==> config.mk <==
export PLATFORM = sky130hd
export DESIGN_NAME = rx_bit_sequencer_flat
export DESIGN_NICKNAME = d
export VERILOG_FILES = /design/src/rtl/rx_bit_sequencer_pkg.sv /design/src/rtl/rx_bit_sequencer_if.sv /design/src/rtl/rx_bit_sequencer_bit_timer.sv /design/src/rtl/rx_bit_sequencer.sv /design/src/flat_wrapper.sv
export SDC_FILE = /design/constraint.sdc
export NUM_CORES = 1
export LEC_CHECK = 0
export ABC_AREA = 1
export CAP_MARGIN = 5
export CORE_ASPECT_RATIO = 1.4
export CORE_MARGIN = 3
export CORE_UTILIZATION = 28
export DETAILED_ROUTE_END_ITERATION = 7
export DONT_BUFFER_PORTS = 1
export PLACE_DENSITY_LB_ADDON = 0.25
export SETUP_SLACK_MARGIN = 0.4
export SLEW_MARGIN = 25
export SYNTH_ARGS = -nofsm -noshare
export SYNTH_HDL_FRONTEND = slang
export SYNTH_HIERARCHICAL = 1
export SYNTH_SLANG_ARGS = --single-unit
==> constraint.sdc <==
create_clock -name Clk -period 2.35 [get_ports Clk]
set_input_delay 0.705 -clock Clk [delete_from_list [all_inputs] [get_ports Clk]]
set_output_delay 0.705 -clock Clk [all_outputs]
set_load 0.1 [all_outputs]
==> src/rtl/rx_bit_sequencer_pkg.sv <==
// Shared definitions for the UART receive engine blocks.
//   - ST_IDLE / ST_RUN : bit sequencer state encodings
//   - DEF_DIV_W / DEF_CNT_W : default divisor and frame-count widths
package rx_bit_sequencer_pkg;

    localparam int unsigned DEF_DIV_W = 19;
    localparam int unsigned DEF_CNT_W = 4;

    typedef enum logic {
        ST_IDLE = 1'b0,
        ST_RUN  = 1'b1
    } rx_state_t;

endpackage

==> src/rtl/rx_bit_sequencer_if.sv <==
// Control/status bundle between the receive control FSM and the bit sequencer.
//   master (control FSM) : drives start, abort, divisor, bit_count, half_first
//                          and observes busy, btu, done, count
//   slave  (sequencer)   : the reverse
interface rx_bit_sequencer_if
    import rx_bit_sequencer_pkg::*;
#(
    parameter int unsigned DIV_W = DEF_DIV_W,
    parameter int unsigned CNT_W = DEF_CNT_W
) ();

    logic             start;
    logic             abort;
    logic [DIV_W-1:0] divisor;
    logic [CNT_W-1:0] bit_count;
    logic             half_first;
    logic             busy;
    logic             btu;
    logic             done;
    logic [CNT_W-1:0] count;

    modport master (
        output start, abort, divisor, bit_count, half_first,
        input  busy, btu, done, count
    );

    modport slave (
        input  start, abort, divisor, bit_count, half_first,
        output busy, btu, done, count
    );

endinterface

==> src/rtl/rx_bit_sequencer_bit_timer.sv <==
// Bit-time down-counter with load/reload and terminal-count decode.
//   Clk, Rst  : clock, synchronous active-high reset
//   clr       : force timer to 0 (frame cancelled)
//   en        : allow decrement
//   load      : load load_val at the start of a frame (first interval)
//   reload    : load load_val at each bit-time-up
//   load_val  : value for load/reload
//   tc        : timer == 1, the last cycle of the current interval
module rx_bit_sequencer_bit_timer
    import rx_bit_sequencer_pkg::*;
#(
    parameter int unsigned DIV_W = DEF_DIV_W
) (
    input  logic             Clk,
    input  logic             Rst,
    input  logic             clr,
    input  logic             en,
    input  logic             load,
    input  logic             reload,
    input  logic [DIV_W-1:0] load_val,
    output logic             tc
);

    logic [DIV_W-1:0] timer;

    // Down-counter that parks at 1 until reloaded.
    always_ff @(posedge Clk) begin
        if (Rst || clr) begin
            timer <= '0;
        end else if (load || reload) begin
            timer <= load_val;
        end else if (en && (timer > DIV_W'(1))) begin
            timer <= timer - DIV_W'(1);
        end
    end

    assign tc = (timer == DIV_W'(1));

endmodule

==> src/rtl/rx_bit_sequencer.sv <==
// Bit-time generator and bit counter for the UART receive engine.
// On an accepted start it emits one btu strobe per bit time (optionally with a
// half-length first interval) and pulses done together with the final btu.
//   Clk, Rst : clock, synchronous active-high reset
//   bus      : slave side of rx_bit_sequencer_if
//              (start/abort/divisor/bit_count/half_first in,
//               busy/btu/done/count out)
module rx_bit_sequencer
    import rx_bit_sequencer_pkg::*;
#(
    parameter int unsigned DIV_W = DEF_DIV_W,
    parameter int unsigned CNT_W = DEF_CNT_W
) (
    input  logic                Clk,
    input  logic                Rst,
    rx_bit_sequencer_if.slave   bus
);

    rx_state_t        state;
    logic [DIV_W-1:0] div_l;
    logic [CNT_W-1:0] bc_l;
    logic [CNT_W-1:0] count;

    logic             accept;
    logic [DIV_W-1:0] div_in;
    logic [DIV_W-1:0] div_half;
    logic [DIV_W-1:0] first_val;
    logic             tc;
    logic             btu_c;
    logic             done_c;

    // A start with a zero-length frame is ignored in every state.
    assign accept    = bus.start && (bus.bit_count != '0);
    assign div_in    = (bus.divisor == '0) ? DIV_W'(1) : bus.divisor;
    assign div_half  = div_in >> 1;
    assign first_val = bus.half_first ? ((div_half == '0) ? DIV_W'(1) : div_half)
                                      : div_in;

    // Strobe is a decode of registered state; a restart or abort on the same
    // edge swallows it so the cancelled frame never reports a bit or done.
    assign btu_c  = (state == ST_RUN) && tc && !bus.abort && !accept;
    assign done_c = btu_c && (count == (bc_l - CNT_W'(1)));

    // State, latched frame parameters and completed-bit count.
    always_ff @(posedge Clk) begin
        if (Rst) begin
            state <= ST_IDLE;
            count <= '0;
            div_l <= DIV_W'(1);
            bc_l  <= '0;
        end else if (bus.abort) begin
            state <= ST_IDLE;
            count <= '0;
        end else if (accept) begin
            state <= ST_RUN;
            div_l <= div_in;
            bc_l  <= bus.bit_count;
            count <= '0;
        end else if (btu_c) begin
            count <= count + CNT_W'(1);
            if (done_c) begin
                state <= ST_IDLE;
            end
        end
    end

    rx_bit_sequencer_bit_timer #(
        .DIV_W (DIV_W)
    ) u_bit_timer (
        .Clk      (Clk),
        .Rst      (Rst),
        .clr      (bus.abort),
        .en       (state == ST_RUN),
        .load     (accept && !bus.abort),
        .reload   (btu_c),
        .load_val (accept ? first_val : div_l),
        .tc       (tc)
    );

    assign bus.busy  = (state == ST_RUN);
    assign bus.btu   = btu_c;
    assign bus.done  = done_c;
    assign bus.count = count;

endmodule
==> src/flat_wrapper.sv <==
// flat-port wrapper written by rule: the top's interface ports become plain ports
module rx_bit_sequencer_flat import rx_bit_sequencer_pkg::*;
#(
    parameter int unsigned DIV_W = DEF_DIV_W,
    parameter int unsigned CNT_W = DEF_CNT_W
)
  (Clk, Rst, bus_start, bus_abort, bus_divisor, bus_bit_count, bus_half_first, bus_busy, bus_btu, bus_done, bus_count);
  rx_bit_sequencer_if #(.DIV_W(DIV_W), .CNT_W(CNT_W)) bus_i ();
  input  logic Clk;
  input  logic Rst;
  input wire logic [$bits(bus_i.start)-1:0] bus_start;
  input wire logic [$bits(bus_i.abort)-1:0] bus_abort;
  input wire logic [$bits(bus_i.divisor)-1:0] bus_divisor;
  input wire logic [$bits(bus_i.bit_count)-1:0] bus_bit_count;
  input wire logic [$bits(bus_i.half_first)-1:0] bus_half_first;
  output wire logic [$bits(bus_i.busy)-1:0] bus_busy;
  output wire logic [$bits(bus_i.btu)-1:0] bus_btu;
  output wire logic [$bits(bus_i.done)-1:0] bus_done;
  output wire logic [$bits(bus_i.count)-1:0] bus_count;
  assign bus_i.start = bus_start;
  assign bus_i.abort = bus_abort;
  assign bus_i.divisor = bus_divisor;
  assign bus_i.bit_count = bus_bit_count;
  assign bus_i.half_first = bus_half_first;
  assign bus_busy = bus_i.busy;
  assign bus_btu = bus_i.btu;
  assign bus_done = bus_i.done;
  assign bus_count = bus_i.count;
  rx_bit_sequencer #(.DIV_W(DIV_W), .CNT_W(CNT_W)) u_core (.Clk(Clk), .Rst(Rst), .bus(bus_i));
endmodule
Yosys cells after proc, flatten, opt, wreduce, memory -nomap -nowiden:

Cells that the tools add are included.

* register bits: 47
* input port bits: 28
* output and inout port bits: 7

* $add $sub $neg: 3
* order comparisons: 1
* equality and inequality tests: 2
* muxes and demuxes: 9
* bitwise logic cells: 1
* reductions and logical operators: 21

Operator list (number)
* $mux W19: 5
* $logic_not A19 Y1: 2
* $eq A19 B1 Y1 const B: 1
* $gt A19 B1 Y1 const B: 1
* $sub A19 B1 Y19 const B: 1
* $mux W18: 1
* $logic_and A1 B1 Y1: 7
* $reduce_bool A2 Y1: 3
* $add A4 B1 Y4 const B: 1
* $eq A4 B4 Y1: 1
* $reduce_and A2 Y1: 2
* $reduce_bool A4 Y1: 1
* $sub A4 B1 Y4 const B: 1
* $mux W1: 3
* $reduce_or A3 Y1: 1
* $logic_not A1 Y1: 2
* $logic_or A1 B1 Y1: 2
* $reduce_or A2 Y1: 1
* $not A1 Y1: 1

Depth between registers and ports, before layout:

Gate-level depths: netlist of the first run.

* depth after elaboration: 8
* mapped depth: 13
* gate-level depth less buffers: 12

Modules after synthesis:

The synthesis of the first run kept the hierarchy.

By module, submodules not included
* rx_bit_sequencer: instances 1, cells each 255, area each 1676.6 µm², seq. area each 560.5 µm²
* rx_bit_sequencer_bit_timer: instances 1, cells each 277, area each 1619.1 µm², seq. area each 380.4 µm²

Worst setup path before layout of the first run:

No wires, ideal clock.

* kind: register to output
* start: register u_core.state, in the netlist u_core/bus.busy
* end: output bus_done
* arrival: 2.735 ns
* required time: 1.645 ns
* path slack: -1.090 ns
* cell stages (with the launch flop): 5
* buffers on the path: 0
* cells stage by stage: dfxtp_1 nand3_2 nor2_8 nand3_2 nor2_2

* word-level cells in the longest chain between the ends: 4

Ends and longest elaborated chain
* start: declaration: RTL line rx_bit_sequencer.sv:19 `rx_state_t state;`
* start signal: assignment: RTL line rx_bit_sequencer.sv:47 `state <= ST_IDLE;`
* start signal: assignment: RTL line rx_bit_sequencer.sv:52 `state <= ST_IDLE;`
* start signal: assignment: RTL line rx_bit_sequencer.sv:55 `state <= ST_RUN;`
* $logic_and A1 B1 Y1 (3 in a row): RTL line rx_bit_sequencer.sv:41 `assign btu_c = (state == ST_RUN) && tc && !bus.abort && !accept;`
* named net bus_btu: RTL line flat_wrapper.sv:17 `output wire logic [$bits(bus_i.btu)-1:0] bus_btu;`
* $logic_and A1 B1 Y1: RTL line rx_bit_sequencer.sv:42 `assign done_c = btu_c && (count == (bc_l - CNT_W'(1)));`
* end: declaration: RTL line flat_wrapper.sv:18 `output wire logic [$bits(bus_i.done)-1:0] bus_done;`

The timed path passes the listed nets, and every way through them passes these cells.

Worst setup path after layout of the first run:

* start: register u_core.u_bit_timer.timer[1]
* end: output bus_done

* word-level cells in the longest chain between the ends: 5

Ends and longest elaborated chain
* start: declaration: RTL line rx_bit_sequencer_bit_timer.sv:24 `logic [DIV_W-1:0] timer;`
* start signal: assignment: RTL line rx_bit_sequencer_bit_timer.sv:31 `timer <= load_val;`
* start signal: assignment: RTL line rx_bit_sequencer_bit_timer.sv:33 `timer <= timer - DIV_W'(1);`
* $eq A19 B1 Y1: RTL line rx_bit_sequencer_bit_timer.sv:37 `assign tc = (timer == DIV_W'(1));`
* named net u_core.tc: RTL line rx_bit_sequencer.sv:28 `logic tc;`
* $logic_and A1 B1 Y1 (3 in a row): RTL line rx_bit_sequencer.sv:41
* $logic_and A1 B1 Y1: RTL line rx_bit_sequencer.sv:42

The timed path passes the listed nets, and every way through them passes these cells.

==> run metrics, run 1 <==
status finished with violations; failing checks negative setup slack; CTS tree built; Setup-failing EPs final 2; critical setup path kind reg -> out; CTS Buf Count 5; total gr overflow 0; worst-path maximum fanout 2; unrepaired setup endpoints after global routing yes; Post-Syn Nets 564; Antenna diodes 0; Yosys top cell area share 0.285; H-tree Lvls 2; clock skew 4.18 ps; root buffer cell clkbuf_16; WHS 457 ps; clock latency on the worst-skew pair 290 ps; Slew @ Worst Pin 624 ps; Synth Area in Compound Gates 0.126; drt total wl 10.1 mm; Post-DRT Antenna Nets 0; # rows 46; register area 951 um^2; WP data required 1640 ps; Sw Share 0.353; final hold vios 0; Commonest cells post-synth nand2_1 (119), nor2_1 (116), dfxtp_1 (47); largest net degree at the start of global routing 26; P_leak 1.89 nW; maxcap violations 0; #FFs+latches synth 47; Synth area leader dfxtp_1; share of synthesized flip-flops with an asynchronous set or reset 0; xor/xnor share of the synthesized area 0.0319; Setup TNS Final -511 ps; post-synthesis cell type count 35; number of global-route vias before repair 3,463; core area 11,400 um^2; most frequent cell after synthesis nand2_1; Comb pwr share 0.332; Vias/cell 4.81; CP endpoint kind primary output; final worst path period need 2650 ps; Final Net Count 603; share of cells above drive strength 1 0.255; clk sinks 47; Remaining DRCs 0; Synth Area per Inst 6.19 um^2; period utilization 1.13; multiplexer share of the synthesized area 0; Iter 0 DRT Violations 175; mapped cell area 3300 um^2; I/O pin total 35; chip width 97.7 um; Die Y-Extent 134 um; fin worst setup slack -305 ps; main combinational cell family by area after synthesis simple AND/OR/NAND/NOR gates; fill count 1,255; Synth Area in Adders 0.0152; Switch Pwr 0.840 mW; Initial Util 0.289; max-slew violation count 0; die area 13,100 um^2; clk slew on worst S/H paths 70 ps; footprint of the multi-input gates 2280 um^2; pwr dens 570 nW/um^2; simple-gate share of the synthesized area 0.454; Mapped Cells 532; dominant cells by area after synthesis dfxtp_1 (29%), nand2_1 (14%), nor2_1 (13%); first-pass GRT wire length 16.6 mm; Max Clk Rate 377 MHz; maximum vdd drop 0.000374 V; vias post-DR 3,445; prevailing post-synth register cell dfxtp_1; Clock Power Share 0.300; antenna violations before repair 0; reg2reg setup slack 100 ps; critical path arrival 1950 ps; Post-DP HPWL 7.64 mm; Hold WC Path Type reg -> reg; CTS Hold Bufs 0; Ys Warns 6; Layout area overhead 26.6%; P_int 1.54 mW; Slew headroom 0.583; Startpoint Class flop; number of port buffers 0; GP Congestion 0.893; Seq pwr share 0.368; sequential-to-total area share from yosys stat 0.285; drt wl/cell 14.1 um; DRT Pass-1 Iters 4; clk buf depth 2; number of flops mapped to enable cells by yosys 0; GRT Total Usage 0.154
[layout make-up]
class / instances / area share
multi-input cells: 426 / 0.546
flip-flops and latches: 47 / 0.228
repair buffers: 52 / 0.104
well taps: 144 / 0.0432
inverters: 38 / 0.0405
clock buffers: 6 / 0.0309
repair inverters: 1 / 0.00390
clock inverters: 2 / 0.00300
[repair_timing]
item / 4_1_cts / 5_1_grt
pin swaps: 2 / 9
cloned: 1 / 0
setup endpoints to repair: 24 / 25
buffers inserted: 3 / 4
resized for setup: 18 / 26
[final timing paths]
| check | endpoint | start | depth (start not counted) |
|---|---|---|---|
| max reg2reg | u_core/u_bit_timer/timer[10] | u_core/u_bit_timer/timer[1] | 15 |
| min reg2reg | u_core/div_l[0] | u_core/div_l[0] | 2 |
| max | bus_done | u_core/u_bit_timer/timer[1] | 9 |
| min | u_core/div_l[0] | u_core/div_l[0] | 2 |
[worst max-delay path, cell delays in order, from the launching register on]
cell	delay, ps
dfxtp_2	330
inv_2	70
ha_4	140
nand3_4	80
nor4_4	290
nand3_2	200
nor2_8	150
nand3_2	100
nor2_4	130
buf_12	180
[layer usage]
metal | global-route usage | vias up | part of all wire
met3 | 0.0297 | 19 | 0.050
li1 | - | 1776 | -
met2 | 0.291 | 82 | 0.53
met4 | 0.0585 | 0 | 0.021
met1 | 0.168 | 1568 | 0.40
met5 | 0 | - | 0
[layout by cell type (no fill, tap or decap), drive strengths merged, types with 2 or more instances in the layout]
| cell type | synthesis | layout |
|---|---|---|
| buf | 11 | 52 |
| ha | 4 | 4 |
| nand4 | 2 | 2 |
| nand2 | 124 | 124 |
| nand3b | 2 | 2 |
| clkbuf | 10 | 6 |
| inv | 37 | 38 |
| a31oi | 2 | 2 |
| dfxtp | 47 | 47 |
| xnor2 | 4 | 4 |
| o31ai | 2 | 2 |
| a21oi | 43 | 43 |
| nand3 | 48 | 48 |
| xor2 | 8 | 8 |
| nor3 | 3 | 3 |
| nor2 | 149 | 149 |
| o21ai | 32 | 32 |
| clkinv | 1 | 2 |
[power by group through the flow]
stage / Combinational (mW) / Clock [mW] / Sequential, mW
detailed placement: 0.731 / 0 / 0.888
global placement: 0.721 / 0 / 0.887
finish: 0.789 / 0.713 / 0.876
floorplan: 0.565 / 0 / 0.894
CTS: 0.767 / 0.741 / 0.871
global route: 0.883 / 0.760 / 0.880
[kinds of logic after synthesis]
group | Yosys count
XOR/XNOR | 12
buffers and inverters | 59
flip-flops | 47
adder cells (fa/ha/maj) | 4
AO/OA/AOI/OAI | 80
AND/OR/NAND/NOR | 330
[through the flow]
step           cells  power [mW]  cell area (um^2)  setup slack (ps)   util
2_1_floorplan    532        1.46              3460              -412      -
3_3_place_gp     700        1.61              3800             -99.6  0.334
3_5_place_dp     700        1.62              3800             -96.1  0.334
4_1_cts          712        2.38              4060              -308  0.357
5_1_grt          716        2.52              4170              -437  0.366
6_report         716        2.38              4170              -305  0.366
[sequential cells by signal (all words and copies together) (netlist names)]
register,cells
u_core/bc_l,4
u_core/div_l,19
u_core/bus.busy,1
u_core/bus.count,4
u_core/u_bit_timer/timer,19
No activity file was read; power rests on OpenSTA's default activity.
==> run 2: changes to the inputs <==
SYNTH_HIERARCHICAL = default   (was 1)
==> run 2 against run 1 <==
Against the previous run: sequential power barely moved; final cell count fell by 12%; critical path type unchanged; register-to-register slack improved by 400 ps; combinational power fell by 18%; the flow still finishes with violations (negative setup slack); global-route usage fell by 0.29 points.
==> run metrics, run 2 <==
pwr dens 645 nW/um^2 (+13%); total power 2.38 mW (+0.25%); Synth Area per Inst 6.42 um^2 (+3.7%); WP data required 1640 ps (about the same); worst-path maximum fanout 3 (+1); Post-DRT Antenna Nets 0 (unchanged); chip width 93.7 um (-4.0%); Non-Filler Cell Area, Final 3690 um^2 (-11%); Hold WC Path Type reg -> reg; P_leak 1.54 nW (-19%); Slew headroom 0.630 (+0.0468); CTS Buf Count 5 (unchanged); Remaining DRCs 0 (unchanged); critical path arrival 1660 ps (-290 ps); final hold vios 0 (unchanged); Largest regs u_core.div_l x19, u_core.u_bit_timer.timer x19; period utilization 1.01 (-0.124); CP endpoint kind primary output; routed length on met3 309 um (-38%); Die Y-Extent 129 um (-4.1%); status finished with violations; maximum vdd drop 0.000319 V (-15%); Ys Warns 0 (-6); worst setup path startpoint u_core.bc_l[0]; clock skew 5.95 ps (+1.76 ps); DRT Pass-1 Iters 4 (unchanged); Startpoint Class flop; maxcap violations 0 (unchanged); failing checks negative setup slack; # rows 44 (-4.3%); drt wl/cell 13.8 um (-2.3%); multiplexer share of the synthesized area 0 (unchanged); R2R Path Start u_core.u_bit_timer.timer[0]; total gr overflow 0 (unchanged); Post-DP HPWL 6.35 mm (-17%); Synth Area in Compound Gates 0.211 (+0.0846); share of cells above drive strength 1 0.215 (-0.0405); commonest non-fill, non-tap cells in the layout nand2_1 (109), nor2_1 (58), a21oi_1 (51), o21ai_0 (50), dfxtp_1 (35); prevailing post-synth register cell dfxtp_1; wl on met1 3.71 mm (-7.4%); Yosys top cell area share 0.312 (+0.0263); placed instance area 3280 um^2 (-14%); Slew @ Worst Pin 554 ps (-70.2 ps); Vias/cell 4.77 (-0.89%); fill count 1,180 (-6.0%); Layout area overhead 22.4%; Synth area leader dfxtp_1; simple-gate share of the synthesized area 0.331 (-0.122); Synth Area in Adders 0.0166 (+0.00140); number of flops mapped to enable cells by yosys 0 (unchanged); CTS Hold Bufs 0 (unchanged); CTS tree built; Iter 0 DRT Violations 163 (-6.9%); Mapped Cells 470 (-12%); Post-Syn Nets 502 (-11%); Hold Startpoint u_core.div_l[18]; H-tree Lvls 2 (unchanged); sequential-to-total area share from yosys stat 0.312 (+0.0263); number of port buffers 0 (unchanged); clk slew on worst S/H paths 70 ps (about the same); drt total wl 8.66 mm (-14%); unrepaired setup endpoints after global routing yes; core area 10,500 um^2 (-8.2%); Initial Util 0.289 (-0.000680); final worst path period need 2360 ps (-291 ps); I/O pin total 35 (unchanged); Setup-failing EPs final 1 (-1); clock latency on the worst-skew pair 300 ps (about the same); Max Used Layer met4; post-synthesis cell type count 33 (-5.7%); root buffer cell clkbuf_16; vias post-DR 2,990 (-13%); dominant cells by area after synthesis dfxtp_1 (31%), nand2_1 (14%), o21ai_0 (8.6%); wire length on met2 4.35 mm (-20%); #FFs+latches synth 47 (unchanged); clk sinks 47 (unchanged); most common cell after layout, fill and taps aside nand2_1; first-pass GRT wire length 14.4 mm (-13%); GRT Total Usage 0.151 (-0.00291); most frequent cell after synthesis nand2_1; reg2reg setup slack 500 ps (+400 ps); share of synthesized flip-flops with an asynchronous set or reset 0 (unchanged); xor/xnor share of the synthesized area 0.0464 (+0.0145); mapped cell area 3020 um^2 (-8.4%); antenna violations before repair 0 (unchanged); clk buf depth 2 (unchanged); max-slew violation count 0 (unchanged); largest net degree at the start of global routing 30 (+15%); GP Congestion 0.839 (-6.0%); Antenna diodes 0 (unchanged); fin worst setup slack -13.8 ps (+291 ps); die area 12,100 um^2 (-8.0%); Max Clk Rate 423 MHz (+12%); critical setup path kind reg -> out; number of global-route vias before repair 2,947 (-15%); Final Net Count 520 (-14%); Commonest cells post-synth nand2_1 (112), nor2_1 (69), o21ai_0 (52); main combinational cell family by area after synthesis simple AND/OR/NAND/NOR gates
==> run 2: cell count changes after synthesis, sizes merged, moves of 4 or more <==
cell,previous run,this run
o211ai,0,4
nor2,149,79
nand2,124,115
nand3,48,28
xnor2,4,8
a21oi,43,58
o21ai,32,52
==> run 2: critical path, stage by stage (launching register included) <==
cell and delay, ps:
dfxtp_2 350, inv_2 60, ha_4 210, xnor2_2 130
a221oi_2 170, nand2_1 120, nor2_4 130, buf_12 180
==> run 2: final timing paths <==
check	to	depth (start not counted)
worst max-delay path	bus_done	7
worst min-delay path	u_core.div_l[18]	2
worst max register to register	u_core.u_bit_timer.timer[12]	10
worst min register to register	u_core.div_l[18]	2
==> run 2: kinds of logic after synthesis <==
| family | count (synthesis) |
|---|---|
| AOI/OAI and AO/OA | 118 |
| and+or+nand+nor | 229 |
| DFF | 47 |
| xor gates and xnor gates | 16 |
| adders and majority gates | 4 |
| buffers and inverters | 56 |
==> run 2: through the flow <==
step                setup TNS, ps  hold WS, ps  cells  setup slack, ps   util
floorplan                    -804          425    470             -630      -
CTS                         -18.4          454    625            -18.4  0.347
global route                 -139          462    627             -101  0.353
detailed placement              0          444    609              113  0.314
global placement                0          433    609              156  0.314
finish                      -13.8          448    627            -13.8  0.353
==> run 2: timing repair <==
action | CTS | global route
setup buffers | 8 | 2
pin swaps | 15 | 1
resized for setup | 34 | 14
endpoints found under the setup margin | 2 | 20
==> run 2: cell type report <==
cell class | instances | area (um^2) | share of cell area
Clock buffer | 6 | 139 | 0.0376
Tap cell | 138 | 173 | 0.0467
Inverter | 36 | 143 | 0.0386
Clock inverter | 2 | 35.0 | 0.00949
Sequential cell | 47 | 958 | 0.259
Timing Repair Buffer | 31 | 253 | 0.0684
Multi-Input combinational cell | 367 | 1990 | 0.540
==> run 2: metal layers <==
layer,GRT usage,up-vias
met5,0,-
met4,0.0799,0
met3,0.0304,20
met2,0.260,56
met1,0.174,1343
li1,-,1571
==> run 2: power by group <==
part           internal (mW)  switching, mW  total [mW]
combinational          0.256          0.391       0.647
clock                  0.530          0.330       0.860
sequential             0.842         0.0354       0.877
